===== config.mk =====
export PLATFORM = sky130hd
export DESIGN_NAME = relu_grad_mask
export DESIGN_NICKNAME = d
export VERILOG_FILES = /design/src/rtl/relu_grad_mask.sv
export SDC_FILE = /design/constraint.sdc
export NUM_CORES = 1
export LEC_CHECK = 0
export CAP_MARGIN = 20
export CELL_PAD_IN_SITES_DETAIL_PLACEMENT = 1
export CELL_PAD_IN_SITES_GLOBAL_PLACEMENT = 2
export CORE_AREA = 2 2 91 93
export DETAILED_ROUTE_END_ITERATION = 8
export DIE_AREA = 0 0 93 95
export HOLD_SLACK_MARGIN = 0.02
export PLACE_DENSITY_LB_ADDON = 0.1
export REMOVE_ABC_BUFFERS = 1
export SLEW_MARGIN = 20
export SYNTH_ARGS = -nofsm -noshare
export SYNTH_HDL_FRONTEND = slang
export SYNTH_SLANG_ARGS = --single-unit

===== constraint.sdc =====
create_clock -name clk -period 3.4 [get_ports clk]
set_input_delay 0.85 -clock clk [delete_from_list [all_inputs] [get_ports clk]]
set_output_delay 0.85 -clock clk [all_outputs]
set_load 0.01 [all_outputs]

===== src/rtl/relu_grad_mask.sv =====
// Backward-pass ReLU gradient gate: stores one forward mask bit per element and zeroes upstream gradients whose forward input was not positive.
// Optional build macro RELU_GRAD_POSZERO_EN: when defined, x = +0 also passes its gradient.
module relu_grad_mask #(
  parameter int DEPTH = 16,
  parameter int CW    = $clog2(DEPTH + 1)
) (
  input  logic          clk,
  input  logic          rst_n,
  input  logic          clear,
  input  logic          fwd_valid,
  output logic          fwd_ready,
  input  logic [15:0]   fwd_data,
  input  logic          grad_valid,
  output logic          grad_ready,
  input  logic [15:0]   grad_data,
  output logic          out_valid,
  input  logic          out_ready,
  output logic [15:0]   out_data,
  output logic [CW-1:0] count
);

  localparam int PW = (DEPTH > 1) ? $clog2(DEPTH) : 1;
  localparam logic [PW-1:0] LAST_PTR = PW'(DEPTH - 1);

  logic [DEPTH-1:0] mask_mem;
  logic [PW-1:0]    wr_ptr;
  logic [PW-1:0]    rd_ptr;
  logic             mask_bit;
  logic             push;
  logic             pop;
  logic             head_mask;

`ifdef RELU_GRAD_POSZERO_EN
  assign mask_bit = ~fwd_data[15];
`else
  assign mask_bit = ~fwd_data[15] && (fwd_data[14:0] != 15'd0);
`endif

  assign fwd_ready  = (count != CW'(DEPTH));
  assign grad_ready = (count != '0) && (!out_valid || out_ready);
  assign push       = fwd_valid && fwd_ready;
  assign pop        = grad_valid && grad_ready;
  assign head_mask  = mask_mem[rd_ptr];

  // Pointers wrap explicitly so DEPTH need not be a power of two.
  function automatic logic [PW-1:0] next_ptr(input logic [PW-1:0] ptr);
    return (ptr == LAST_PTR) ? '0 : ptr + PW'(1);
  endfunction

  // NOTE: mask storage has no reset; count gates every read, so stale bits are never observed.
  always_ff @(posedge clk) begin
    if (push && !clear) mask_mem[wr_ptr] <= mask_bit;
  end

  // NOTE: sequential state uses non-blocking assignments so every register samples pre-edge values.
  always_ff @(posedge clk or negedge rst_n) begin
    if (!rst_n) begin
      wr_ptr    <= '0;
      rd_ptr    <= '0;
      count     <= '0;
      out_valid <= 1'b0;
      out_data  <= 16'h0000;
    end else if (clear) begin
      wr_ptr    <= '0;
      rd_ptr    <= '0;
      count     <= '0;
      out_valid <= 1'b0;
    end else begin
      if (push) wr_ptr <= next_ptr(wr_ptr);
      if (pop)  rd_ptr <= next_ptr(rd_ptr);

      case ({push, pop})
        2'b10:   count <= count + CW'(1);
        2'b01:   count <= count - CW'(1);
        default: count <= count;
      endcase

      // Gradients are forwarded bit-exact; no FP arithmetic touches them.
      if (pop) begin
        out_data  <= head_mask ? grad_data : 16'h0000;
        out_valid <= 1'b1;
      end else if (out_valid && out_ready) begin
        out_valid <= 1'b0;
      end
    end
  end

endmodule


==> out/results.txt <==
The number of setup buffers added after CTS is 0, and the final worst-path cycle share is 0.935. The tools report the initial antenna violation count as 0. For the worst-skew pair, the clock arrives at the later sink with an insertion delay of 0.30 ns.

The max-slew violation count came out at 0. The placeable core area was 0.00793 sq mm. The number of hold buffers added after cts is 0. The longest clock path from root to sink contains 2 buffers.

The switching share of power came out at 0.329. The layout overhead on the synthesized area works out to 39.3%. The total setup violations reported at the end of the flow was 0; the count of synthesis-stage warnings from yosys was 0. The total iterations of the first detailed-routing run was 4; the sequential fraction of design power was 0.363. The worst hold path passes through 2 cells.

The startpoint of the lowest-slack hold path is out_data[4]. Data arrives at the worst endpoint at 2.33 ns. Summed over all failing endpoints, the final setup total negative slack is 0 ns. For this design, the sink count on the clock tree is 46. The cell total after placement came out at 385. Setup repair after global routing left no endpoint under its margin.

The total of flip-flops plus latches after synthesis is 46. The first routing iteration left 72 violations. Once detail routing completed, the nets flagged for antenna violations numbered 0. The port buffer count was 61; the maximum fanout along the worst path was 6. The kind of start point of the critical path is a primary input. The async set or reset register ratio after synthesis works out to 0.652. For the number of cell rows, the log shows 33. The worst setup path is of the in -> out kind. In this run the clock root is driven by a sky130_fd_sc_hd__clkbuf_8. The worst register-to-register path begins at count[1].

For the pin count of the biggest net entering global routing, the log shows 31. The tools report the number of buffers inserted during clock tree synthesis as 5. The routed design has 5.65 mm of wire. The run finished with clean final reports. Combinational share of power: 0.420. The share of cells above drive strength 1 is 0.0903, and the initial core utilization is 0.289. Yosys mapped the design onto 42 distinct sky130hd cell types. The die is 93 microns wide. For hold timing, the worst endpoint is out_data[4]. The final net count is 334, and the clock-pin transition on the worst setup and hold timing paths is 0.09 ns.

The die covers 0.00884 sq mm. The global-route usage over all layers was 0.137. The worst vdd rail ir drop came out at 331 uV. Summed over all cells, the static leakage comes to 1.25 nW. The worst hold path belongs to the class reg -> reg.

Among all flip-flop cells after synthesis, the most frequent one is sky130_fd_sc_hd__dfrtp_1. Dividing total power by cell area gives a power density of 693 mW/mm^2. Detailed placement finished with a half-perimeter wire length of 4.24 mm.

The vertical extent of the die was 95 microns. The number of gates resized after CTS was 0. The setup skew after layout was 0.00958 ns; the measured slew at the worst slew-check pin was 0.680 ns.

The worst register-to-register path ends at count[4]. At the end of routability-driven placement, the weighted congestion stood at 0.721. CTS built an H-tree with a depth of 2. The relative slew slack is 0.547. For this block, the via count after detailed routing is 1,865. The first global-routing pass estimated 9.54 mm of wire. In the routed layout, each cell is associated on average with a via count of 4.75. Dividing the synthesized area by the synthesized cell count gives 10.4 sq um. The number of global-route vias before repair was 1,889.

The run gives 0.218 as the part of the power in the clock network. TritonCTS built the clock tree. For the worst flop-to-flop path, the logic depth is 11.

For the number of design rule violations left after detail routing, the log shows 0. Switching power of the nets: 729 uW. The time the final worst path needs with I/O delays and setup is 3.18 ns. Post-layout instance count excluding filler cells: 393. Max-cap violations in this run came to 0. The tools report the cell internal power dissipation as 1.48 mW. The tools report the number of failing hold endpoints at the final stage as 0. The logs give 0.314 GHz for the fmax and 0 for the count of inserted antenna diode cells.

Pin placement for this block handled 62 I/O pins. The total overflow left after global routing is 0. In the final routed layout, each cell accounts on average for 14.4 microns.

The sequential area share after synthesis is 0.537, and the number of flops mapped to enable cells by yosys is 16. STA classifies the critical path endpoint as an output port. The number of standard cells after synthesis was 221.

The reg2reg setup slack was 0.56 ns. For the data required time at the worst endpoint, the log shows 2.55 ns. For the cell area after technology mapping, the log shows 0.00229 sq mm.
-- state kept, by name, indices dropped and copies added, names as in the netlist --
| signal | count |
|---|---|
| mask_mem | 16 |
| out_data | 16 |
| count | 5 |
| rd_ptr | 4 |
| wr_ptr | 4 |
| out_valid | 1 |
-- area by class of cell --
class	count	area [sq um]
Clock inverter	3	63.8
Timing Repair Buffer	69	671
Sequential cell	46	1230
Fill cell	909	4730
Multi-Input combinational cell	159	1010
Clock buffer	5	68.8
Tap cell	105	131
Inverter	6	22.5
-- worst max path at each step --
stage | end | slack [ns] | start
detailed placement | count[4] | 0.009 | out_ready
global route | grad_ready | 0.1 | out_ready
CTS | grad_ready | 0.19 | out_ready
finish | grad_ready | 0.22 | out_ready
global placement | count[4] | 0.08 | out_ready
floorplan | count[4] | 0.49 | out_ready
-- synth_stat cells, types with 2 or more instances --
library cell	instances	area, sq um
sky130_fd_sc_hd__o21ai_0	19	95.1
sky130_fd_sc_hd__a21o_1	2	15.0
sky130_fd_sc_hd__a21oi_1	11	55.1
sky130_fd_sc_hd__xnor2_1	3	26.3
sky130_fd_sc_hd__xor2_1	2	17.5
sky130_fd_sc_hd__nand3_1	2	10.0
sky130_fd_sc_hd__or4_1	2	15.0
sky130_fd_sc_hd__mux4_2	4	90.1
sky130_fd_sc_hd__dfrtp_1	30	751
sky130_fd_sc_hd__edfxtp_1	16	480
sky130_fd_sc_hd__nand2b_1	3	18.8
sky130_fd_sc_hd__mux2i_1	4	40.0
sky130_fd_sc_hd__nor2_1	20	75.1
sky130_fd_sc_hd__buf_1	3	11.3
sky130_fd_sc_hd__nand2_1	49	184
sky130_fd_sc_hd__clkbuf_1	4	15.0
sky130_fd_sc_hd__o211a_1	2	20.0
sky130_fd_sc_hd__nor3_1	5	25.0
sky130_fd_sc_hd__buf_2	2	10.0
sky130_fd_sc_hd__ha_1	8	100
sky130_fd_sc_hd__nor4_1	4	25.0
sky130_fd_sc_hd__inv_1	6	22.5
-- power groups by stage --
stage          clock network (mW)  registers [mW]  logic, mW
3_5_place_dp                    0           0.821      0.949
5_1_grt                     0.516           0.829       1.05
4_1_cts                     0.497           0.808      0.952
6_report                    0.482           0.803      0.929
3_3_place_gp                    0           0.818      0.942
2_1_floorplan                   0           0.846      0.442
-- placed cells by master, fill, tap and decap left out, types with 2 or more instances in the layout --
cell type / n
sky130_fd_sc_hd__edfxtp_1: 16
sky130_fd_sc_hd__nor3_1: 5
sky130_fd_sc_hd__a21oi_1: 11
sky130_fd_sc_hd__xnor2_1: 3
sky130_fd_sc_hd__nand2_1: 49
sky130_fd_sc_hd__buf_4: 8
sky130_fd_sc_hd__a21o_1: 2
sky130_fd_sc_hd__nor2_1: 20
sky130_fd_sc_hd__inv_1: 6
sky130_fd_sc_hd__mux4_2: 4
sky130_fd_sc_hd__ha_1: 8
sky130_fd_sc_hd__nor4_1: 4
sky130_fd_sc_hd__xor2_1: 2
sky130_fd_sc_hd__o21ai_0: 19
sky130_fd_sc_hd__nand2b_1: 3
sky130_fd_sc_hd__mux2i_1: 4
sky130_fd_sc_hd__dfrtp_1: 30
sky130_fd_sc_hd__o211a_1: 2
sky130_fd_sc_hd__nand3_1: 2
sky130_fd_sc_hd__clkbuf_8: 5
sky130_fd_sc_hd__clkdlybuf4s50_1: 61
sky130_fd_sc_hd__or4_1: 2
sky130_fd_sc_hd__bufinv_16: 2
-- cells by family after synthesis --
kind of cell / synth area share
adders and majority gates: 0.0523
and+or+nand+nor: 0.178
AOI/OAI and AO/OA: 0.124
DFF: 0.537
xor gates and xnor gates: 0.0191
buffers and inverters: 0.0278
muxes: 0.0616
-- per-layer routing --
layer | vias up | share of wire | routed length, microns | track usage
met1 | 924 | 0.46 | 2610 | 0.180
met4 | 0 | 0.0078 | 44 | 0.0380
met2 | 35 | 0.50 | 2800 | 0.229
met5 | - | 0 | 0 | 0
met3 | 5 | 0.035 | 199 | 0.0287
li1 | 901 | - | - | -
-- through the flow --
stage                      util  power, mW  area [sq um]  hold slack (ns)  setup WS [ns]
after detailed placement  0.385       1.77          3060            0.474        0.00854
after floorplan               -       1.29          2250            0.516          0.487
after global routing      0.403       2.39          3200            0.532         0.0995
after global placement    0.385       1.76          3060            0.464         0.0778
after CTS                 0.402       2.26          3190            0.496          0.194
final                     0.403       2.21          3200            0.484          0.220
-- critical path, cell delays in order --
cell and delay [ns]:
sky130_fd_sc_hd__clkdlybuf4s50_1 0.46, sky130_fd_sc_hd__or2b_1 0.20, sky130_fd_sc_hd__a21boi_0 0.24, sky130_fd_sc_hd__clkdlybuf4s50_1 0.57
(Power assumes the default switching activity.)
